==> src/rtl/mux_pkg.sv <==
// Package: mux_pkg
// Purpose: shared types and defaults for the round-robin mux feeder.
//   own_state_t   - arbitration ownership state (IDLE, OWN0, OWN1)
//   DEFAULT_WIDTH - default data width of the feeder and its output slice
//   DEFAULT_BURST - default number of consecutive beats one owner may take
package mux_pkg;

  typedef enum logic [1:0] {
    IDLE,
    OWN0,
    OWN1
  } own_state_t;

  localparam int DEFAULT_WIDTH = 1;
  localparam int DEFAULT_BURST = 4;

endpackage

==> src/rtl/out_reg_slice.sv <==
// Module: out_reg_slice
// Purpose: one-entry output register holding the chosen beat, its source
//          index and a valid flag.
// Ports:
//   clk    in   1      clock
//   rst    in   1      synchronous active-high reset
//   load   in   1      capture din/sin this cycle
//   drain  in   1      downstream consumes the held beat this cycle
//   din    in   WIDTH  beat to capture
//   sin    in   1      source index of the beat to capture
//   y      out  WIDTH  held beat
//   s      out  1      held source index
//   y_vld  out  1      held beat is valid
module out_reg_slice
  import mux_pkg::*;
#(
  parameter int WIDTH = DEFAULT_WIDTH
) (
  input  logic             clk,
  input  logic             rst,
  input  logic             load,
  input  logic             drain,
  input  logic [WIDTH-1:0] din,
  input  logic             sin,
  output logic [WIDTH-1:0] y,
  output logic             s,
  output logic             y_vld
);

  // A load wins over a drain: the new beat replaces the consumed one and
  // the valid flag stays set. A drain alone only clears the valid flag so
  // y and s keep their last values.
  always_ff @(posedge clk) begin
    if (rst) begin
      y     <= '0;
      s     <= 1'b0;
      y_vld <= 1'b0;
    end else if (load) begin
      y     <= din;
      s     <= sin;
      y_vld <= 1'b1;
    end else if (drain) begin
      y_vld <= 1'b0;
    end
  end

endmodule

==> src/rtl/mux_rr_feeder.sv <==
// Module: mux_rr_feeder
// Purpose: two-source round-robin arbiter with burst lock feeding a
//          one-entry output register (mux select s and data beat y).
// Ports:
//   clk    in   1      clock
//   rst    in   1      synchronous active-high reset
//   req0   in   1      source 0 has a beat on d0
//   d0     in   WIDTH  source 0 data
//   req1   in   1      source 1 has a beat on d1
//   d1     in   WIDTH  source 1 data
//   gnt0   out  1      beat on d0 accepted this cycle (combinational)
//   gnt1   out  1      beat on d1 accepted this cycle (combinational)
//   s      out  1      registered source index of the beat in y
//   y      out  WIDTH  registered data beat
//   y_vld  out  1      y holds a valid beat
//   y_rdy  in   1      downstream consumes y this cycle when y_vld=1
module mux_rr_feeder
  import mux_pkg::*;
#(
  parameter int WIDTH = DEFAULT_WIDTH,
  parameter int BURST = DEFAULT_BURST
) (
  input  logic             clk,
  input  logic             rst,
  input  logic             req0,
  input  logic [WIDTH-1:0] d0,
  input  logic             req1,
  input  logic [WIDTH-1:0] d1,
  output logic             gnt0,
  output logic             gnt1,
  output logic             s,
  output logic [WIDTH-1:0] y,
  output logic             y_vld,
  input  logic             y_rdy
);

  localparam int CW = $clog2(BURST + 1);

  own_state_t      state;
  logic [CW-1:0]   cnt;
  logic [CW-1:0]   cnt_next;
  logic            last;
  logic            sel;
  logic            can_load;
  logic            grant_any;
  logic            gnt_src;
  logic            same_owner;

  assign can_load = ~y_vld | y_rdy;

  // Burst lock keeps the current owner while it still requests and has
  // beats left; otherwise a tie goes to the source that did not win last.
  always_comb begin
    sel = 1'b0;
    if (state == OWN0 && req0 && cnt < CW'(BURST)) begin
      sel = 1'b0;
    end else if (state == OWN1 && req1 && cnt < CW'(BURST)) begin
      sel = 1'b1;
    end else if (req0 && req1) begin
      sel = ~last;
    end else begin
      sel = req1;
    end
  end

  assign gnt0      = ~rst & can_load & req0 & ~sel;
  assign gnt1      = ~rst & can_load & req1 &  sel;
  assign grant_any = gnt0 | gnt1;
  assign gnt_src   = gnt1;

  assign same_owner = (state == OWN0 && !gnt_src) || (state == OWN1 && gnt_src);

  always_comb begin
    cnt_next = CW'(1);
    if (same_owner) begin
      cnt_next = cnt + CW'(1);
    end
  end

  // Ownership FSM. Reaching the burst limit drops straight to IDLE so the
  // tie-break (last) hands the next contested beat to the other source.
  // An owner that stops requesting is released only on a cycle where a
  // beat could have been taken, so backpressure never changes ownership.
  always_ff @(posedge clk) begin
    if (rst) begin
      state <= IDLE;
      cnt   <= '0;
      last  <= 1'b1;
    end else if (grant_any) begin
      last <= gnt_src;
      cnt  <= cnt_next;
      if (cnt_next == CW'(BURST)) begin
        state <= IDLE;
      end else begin
        state <= gnt_src ? OWN1 : OWN0;
      end
    end else if (can_load) begin
      if ((state == OWN0 && !req0) || (state == OWN1 && !req1)) begin
        state <= IDLE;
      end
    end
  end

  out_reg_slice #(
    .WIDTH(WIDTH)
  ) u_out (
    .clk  (clk),
    .rst  (rst),
    .load (grant_any),
    .drain(y_vld & y_rdy),
    .din  (gnt_src ? d1 : d0),
    .sin  (gnt_src),
    .y    (y),
    .s    (s),
    .y_vld(y_vld)
  );

endmodule

==> config.mk <==
export PLATFORM = sky130hd
export DESIGN_NAME = mux_rr_feeder
export DESIGN_NICKNAME = d
export VERILOG_FILES = /design/src/rtl/mux_pkg.sv /design/src/rtl/out_reg_slice.sv /design/src/rtl/mux_rr_feeder.sv
export SDC_FILE = /design/constraint.sdc
export NUM_CORES = 1
export LEC_CHECK = 0
export CORE_AREA = 2 2 39 41
export DETAILED_ROUTE_END_ITERATION = 6
export DIE_AREA = 0 0 41 43
export PLACE_DENSITY = 0.67
export SYNTH_ARGS = -nofsm -noshare
export SYNTH_HDL_FRONTEND = slang
export SYNTH_SLANG_ARGS = --single-unit
export TNS_END_PERCENT = 20
==> constraint.sdc <==
create_clock -name clk -period 1.8 [get_ports clk]
set_input_delay 0.18 -clock clk [delete_from_list [all_inputs] [get_ports clk]]
set_output_delay 0.18 -clock clk [all_outputs]
set_load 0.05 [all_outputs]
# After elaboration in Yosys (flattened, before gate mapping)
# Index checks and enable logic that the tools add are counted.
[classes] add_sub_neg=1 magnitude_cmp=1 eq_ne=3 muxes=12 bitwise_logic=12 reduce_logical=18
[ops] op="2-bit 2-to-1 mux" n=5
[ops] op="1-bit logical AND" n=9
[ops] op="1-bit bitwise AND" n=6
[ops] op="1-bit 2-to-1 mux" n=6
[ops] op="2-bit nonzero test" n=3
[ops] op="1-bit inverter" n=4
[ops] op="3-bit by 1-bit adder with 3-bit output, second input constant" n=1
[ops] op="3-bit equality test, second input constant" n=1
[ops] op="1-bit zero test" n=3
[ops] op="3-bit < comparator, second input constant" n=1
[ops] op="3-bit 2-to-1 mux" n=1
[ops] op="2-bit by 1-bit equality test with 1-bit output, second input constant" n=1
[ops] op="2-bit equality test, second input constant" n=1
[ops] op="1-bit logical OR" n=2
[ops] op="1-bit OR" n=2
[ops] op="2-bit AND reduction" n=1
[totals] register_bits=9 inputBits=7 out_inout_bits=5 wordCells=53

# Depth between registers and ports, before layout
[logic_depth] depth_word=13 depth_mapped=6 ltp_nobuf=6

# Cells and area by module
# Synthesis repeated with hierarchy kept, for this count alone.
[unflattened] cells_unflattened=66 hier_area_um2=610.6
[modules_own_cells] module="mux_rr_feeder" instances=1 cells_each=56 area_each_um2=508.0 seq_area_each_um2=120.1
[modules_own_cells] module="out_reg_slice" instances=1 cells_each=10 area_each_um2=102.6 seq_area_each_um2=60.1

# Worst setup path before layout
# Ideal clock, no wire load.
[synth_timing] kind="register to register" start="register u_out.y_vld" end="register cnt[1]" setup_time_ps=131 arrival_ps=1722 required_ps=1669 path_slack_ps=-53 path_stages_with_launch=6 path_buffers=0 synth_period_minus_slack_ps=1853 path_cell_list="dfxtp_1 > nand2b_1 > nand2b_1 > nor2_2 > mux2i_1 > o32ai_1"
[synth_via] elab_chain_cells=9 elab_cells_between_ends=13 classes_between="mux (1); bitwise (8); reduce/logical (4)"
[synth_rtl] item="from (decl)" line="out_reg_slice.sv:27" text="output logic y_vld"
[synth_rtl] item="from (signal assigned)" line="out_reg_slice.sv:37" text="y_vld <= 1'b0;"
[synth_rtl] item="from (signal assigned)" line="out_reg_slice.sv:41" text="y_vld <= 1'b1;"
[synth_rtl] item="from (signal assigned)" line="out_reg_slice.sv:43" text="y_vld <= 1'b0;"
[synth_rtl] item="1-bit inverter *" line="mux_rr_feeder.sv:49" text="assign can_load = ~y_vld | y_rdy;"
[synth_rtl] item="1-bit OR *" line="mux_rr_feeder.sv:49"
[synth_rtl] item="1-bit bitwise AND * (3 in a row)" line="mux_rr_feeder.sv:67" text="assign gnt1 = ~rst & can_load & req1 & sel;"
[synth_rtl] item="net gnt1" line="mux_rr_feeder.sv:30" text="output logic gnt1,"
[synth_rtl] item="1-bit zero test" line="mux_rr_feeder.sv:71" text="assign same_owner = (state == OWN0 && !gnt_src) || (state == OWN1 && gnt_src);"
[synth_rtl] item="1-bit logical AND" line="mux_rr_feeder.sv:71"
[synth_rtl] item="1-bit logical OR" line="mux_rr_feeder.sv:71"
[synth_rtl] item="3-bit 2-to-1 mux" line="mux_rr_feeder.sv:75" text="if (same_owner) begin"
[synth_rtl] item="to (signal assigned)" line="mux_rr_feeder.sv:91" text="cnt <= cnt_next;"
[synth_rtl] item="to (decl)" line="mux_rr_feeder.sv:40" text="logic [CW-1:0] cnt;"
# The timed path passes the listed nets; every way through them passes the cells marked *.
# A chain may end at the register's enable or synchronous reset.

# Final worst setup path
[layout_timing] start="register cnt[2]" end="output port gnt0"
[layout_via] elab_chain_cells=6 elab_cells_between_ends=7 classes_between="order compare (1); mux (2); bitwise (2); reduce/logical (2)"
[layout_rtl] item="3-bit < comparator *" line="mux_rr_feeder.sv:55, mux_rr_feeder.sv:57"
[layout_rtl] item="1-bit logical AND" line="mux_rr_feeder.sv:57" text="end else if (state == OWN1 && req1 && cnt < CW'(BURST)) begin"
[layout_rtl] item="1-bit 2-to-1 mux" line="mux_rr_feeder.sv:57"
[layout_rtl] item="1-bit 2-to-1 mux *" line="mux_rr_feeder.sv:55" text="if (state == OWN0 && req0 && cnt < CW'(BURST)) begin"
[layout_rtl] item="1-bit inverter *" line="mux_rr_feeder.sv:66" text="assign gnt0 = ~rst & can_load & req0 & ~sel;"
[layout_rtl] item="1-bit bitwise AND *" line="mux_rr_feeder.sv:66"
[layout_rtl] item="to (decl)" line="mux_rr_feeder.sv:29" text="output logic gnt0,"
# Every way passes the cells marked *; elsewhere a longest branch is shown, timed or not.

==> results.md <==
Status:
- The flow ran to the end, and the final reports show no timing, DRC or antenna violations.

Setup path:
- The nature of the critical path startpoint is a flop.
- In this design, the stage delay of the slowest critical-path cell is about 0.36 ns.
- Along the worst path, the maximum fanout reaches 6.
- STA puts the critical path data arrival time at between 1.5 and 2 ns.
- The combined buffer and inverter count along the critical path is 1.
- The endpoint class of the critical path is an output pin.
- The type of the worst setup path is flop to output pin.
- The slowest cell on the critical path is dfxtp_1.
- Walking the worst path, the cells encountered are o21ba_1 -> o221ai_2 -> and3_4 -> buf_12.
- Grouping stages by cell kind, the critical path spends the most delay in compound AO/OA/AOI/OAI gates.
- Data on the critical path is required at its endpoint by between 1.5 and 2 ns.

Layout:
- Cells with a size suffix above 1 make up 22.50% of the layout.
- The final layout contains between 80 and 90 nets.
- The total inserted antenna cells is 0.
- Relative to the synthesized area, the layout overhead comes to 41.00%.

GRT:
- The met2 routing resource usage after global routing is a little under a quarter.
- The number of global-route vias before repair was ~460.
- The first global-routing pass estimated 1.945 mm of wire.
- The pin count of the biggest net entering global routing is 13.
- The number of antenna violations at the first check in global routing is 0.
- The met3 capacity usage during global routing is around 9.9%.
- Summed over all layers, the global routing overflow is 0.
- Global routing used between 20% and 30% of the available met1 tracks.
- Global routing used approximately 17% of the available tracks across all layers.
- The highest-utilization routing layer at the global route stage is met2.

Synth:
- After Yosys synthesis, and, or, nand and nor cells account for 27.49% of the synthesized area.
- The post-synthesis instance area is 528.0 um2.
- The number of synthesized flops with an enable pin is 0.
- The largest family of logic cells by synthesized area is compound AO/OA/AOI/OAI gates.
- The commonest cells after synthesis are dfxtp_1, nor2_1, nand2_1.
- During synthesis, Yosys emitted a total of 0 warnings.
- Sorting the synthesized cells by area gives the leading types as dfxtp_1, nor2_1, a211oi_1, nand2_1, o21ai_0.
- The post-synthesis xor/xnor area fraction is between 1.5 and 2%.
- The number of flip-flops and latches in the synthesized netlist is 9.
- Measured against the total synthesized area, the mux share comes to under 10%.
- The synthesized-area fraction occupied by ao, oa, aoi and oai cells is roughly 29%.
- The mean area per synthesized cell is between 8 and 9 um2.
- Summed over all instances, the cell type with the most area after synthesis is dfxtp_1.
- The post-synthesis async set-or-reset flop share is 0%.
- The synthesized design devotes to its leading area cell type 34.12% of total area.
- The sequential element share of the synthesized area is 34.12%.
- Yosys mapped the design onto 29 distinct sky130hd cell types.
- The most used flip-flop cell after synthesis is dfxtp_1.
- The synthesized netlist devotes approximately 2.4% of its cell area to adder and majority cells.
- The number of nets produced by synthesis is 70.
- The post-synthesis instance total is 62.

STA:
- The aggregate negative setup slack is 0 ns.
- The clock period minus final worst setup slack is 1.705 ns.
- Between clock sinks in the finished design, the worst skew comes to roughly 0.00085 ns.
- The number of max-slew violations in the final report is 0.
- The headroom to the max-slew limit is between 60 and 70%.
- For the pin with the worst max-slew slack, the measured transition is roughly 0.5 ns.
- The final hold violation count is 0.
- Setup repair after global routing left no endpoint under its margin.
- Dividing the final minimum period by the clock period gives roughly 95%.
- Derived from the worst setup path, the maximum achievable clock frequency is just under 0.6 GHz.
- Across all hold checks on the routed design, the worst slack comes to around 0.48 ns.
- Setup violations remaining at the end of the flow were counted as 0.

Clocking:
- The clock reaches the later pin of the worst-skew pair after about 0.26 ns.
- The number of H-tree levels is 1.
- In this run the deepest clock path goes through 2 buffers.
- The number of CTS-inserted buffers is 3.
- The root buffer cell is clkbuf_4.
- The clock slew at the register clock pins of the worst setup and hold paths is 0.06 ns.
- The number of clock sinks is 9.
- The clock tree from TritonCTS is built.
- The cts-stage hold buffer count is 0.

Drt:
- After the first detailed-routing iteration, the DRC count stood at 4.
- The mean number of vias per cell is 5.167.
- Wires add up to 1.149 mm.
- The number of vias after detailed routing is 496.
- The average routed wire per standard cell is 11.97 um.
- In the routed design, unresolved DRC markers number 0.
- The count of nets left with antenna violations once routing finished came out at 0.
- The first detailed-routing pass took 2 iterations.

Power and ir drop:
- The worst-case IR drop observed on VDD is about 380 uV.
- Power spread over the standard cell area amounts to a little under 700 nW/um2.
- Summed over all cells, the static leakage comes to ~0.28 nW.

Floorplan:
- The starting density of the core is between 30% and 40%.
- The die covers around 1800 um2.
- The floorplan step set the die width to around 40 um.
- Measured along the y axis, the die boundary spans between 40 and 50 um.
- The region available for standard cell placement spans around 1400 um2.
- The I/O pin count is 12.
- After floorplanning, the core was divided into 14 placement rows.

Run:
- The count of max-cap constraint violations is 0.

Place:
- The number of port buffers is 11.
- The congestion estimate from routability-driven global placement came to 0.8656.
- The HPWL after detailed placement is about 900 um.

Min path:
- The type of the worst min-delay path is flop to flop.
==> final timing paths <==
path	startpoint	to	slack (ns)	depth (start not counted)
setup / recovery	cnt[2]$_SDFFE_PP0P_	gnt0	0.09	4
hold / removal	cnt[1]$_SDFFE_PP0P_	cnt[1]$_SDFFE_PP0P_	0.48	2
setup reg to reg	state[1]$_SDFFE_PP0P_	cnt[2]$_SDFFE_PP0P_	0.29	5
hold reg to reg	cnt[1]$_SDFFE_PP0P_	cnt[1]$_SDFFE_PP0P_	0.48	2
==> flip-flops by register name (all words and copies together) (netlist names) <==
name and count:
u_out.y 1, u_out.y_vld 1, state 2, cnt 3
u_out.s 1, last 1
==> timing repair <==
action                     in CTS  in global routing
gates resized for setup         0                  3
buffers inserted                0                  0
setup endpoints to repair       0                  1
==> layout by cell type (no fill, tap or decap), types with 3 or more instances in the layout <==
master,netlist,layout
nor2_1,9,9
clkdlybuf4s50_1,0,9
dfxtp_1,9,8
nand2_1,6,6
buf_4,0,5
o21ai_0,4,4
inv_1,3,3
a211oi_1,3,3
clkbuf_4,0,3
==> report_power, final <==
part | leakage [nW] | total [mW] | switching (mW) | internal [mW]
clock network | 0.0150 | 0.157 | 0.0711 | 0.0855
registers | 0.0744 | 0.221 | 0.00987 | 0.211
logic | 0.193 | 0.140 | 0.0758 | 0.0644
==> metal layers <==
metal	vias up	part of all wire [%]
met3	2	4.4
met2	8	45
met5	-	0
met4	0	1.4
met1	223	49
li1	263	-
==> kinds of logic (layout without fill, tap and decap cells) <==
group | Yosys count | in the layout
AOI/OAI and AO/OA | 18 | 18
xor gates and xnor gates | 1 | 1
adders and majority gates | 1 | 1
buffers and inverters | 5 | 23
DFF | 9 | 9
muxes | 1 | 1
and+or+nand+nor | 27 | 27
==> area by class of cell <==
class,instances,area (um2)
Timing Repair Buffer,16,167.7
Fill cell,127,639.4
Tap cell,16,20.02
Inverter,3,11.26
Multi-Input combinational cell,48,337.8
Sequential cell,9,181.4
Clock buffer,4,26.28
==> tightest hold or removal path, cell delays in order (launching register included) <==
cell and delay [ns]:
dfxtp_1 0.31, inv_1 0.05, o32ai_1 0.07
==> through the flow <==
| step | utilization (%) | instance area (um2) | setup slack (ns) | power, mW | cells |
|---|---|---|---|---|---|
| floorplan | - | 533.0 | 0.08808 | 0.3063 | 62 |
| global placement | 51.45 | 711.9 | 0.1054 | 0.3629 | 92 |
| detailed placement | 51.45 | 711.9 | 0.06638 | 0.3645 | 92 |
| CTS | 53.35 | 738.2 | 0.02826 | 0.5242 | 96 |
| global route | 53.80 | 744.5 | 0.02145 | 0.5552 | 96 |
| finish | 53.80 | 744.5 | 0.09484 | 0.5181 | 96 |
No activity file was read; power rests on OpenSTA's default activity.
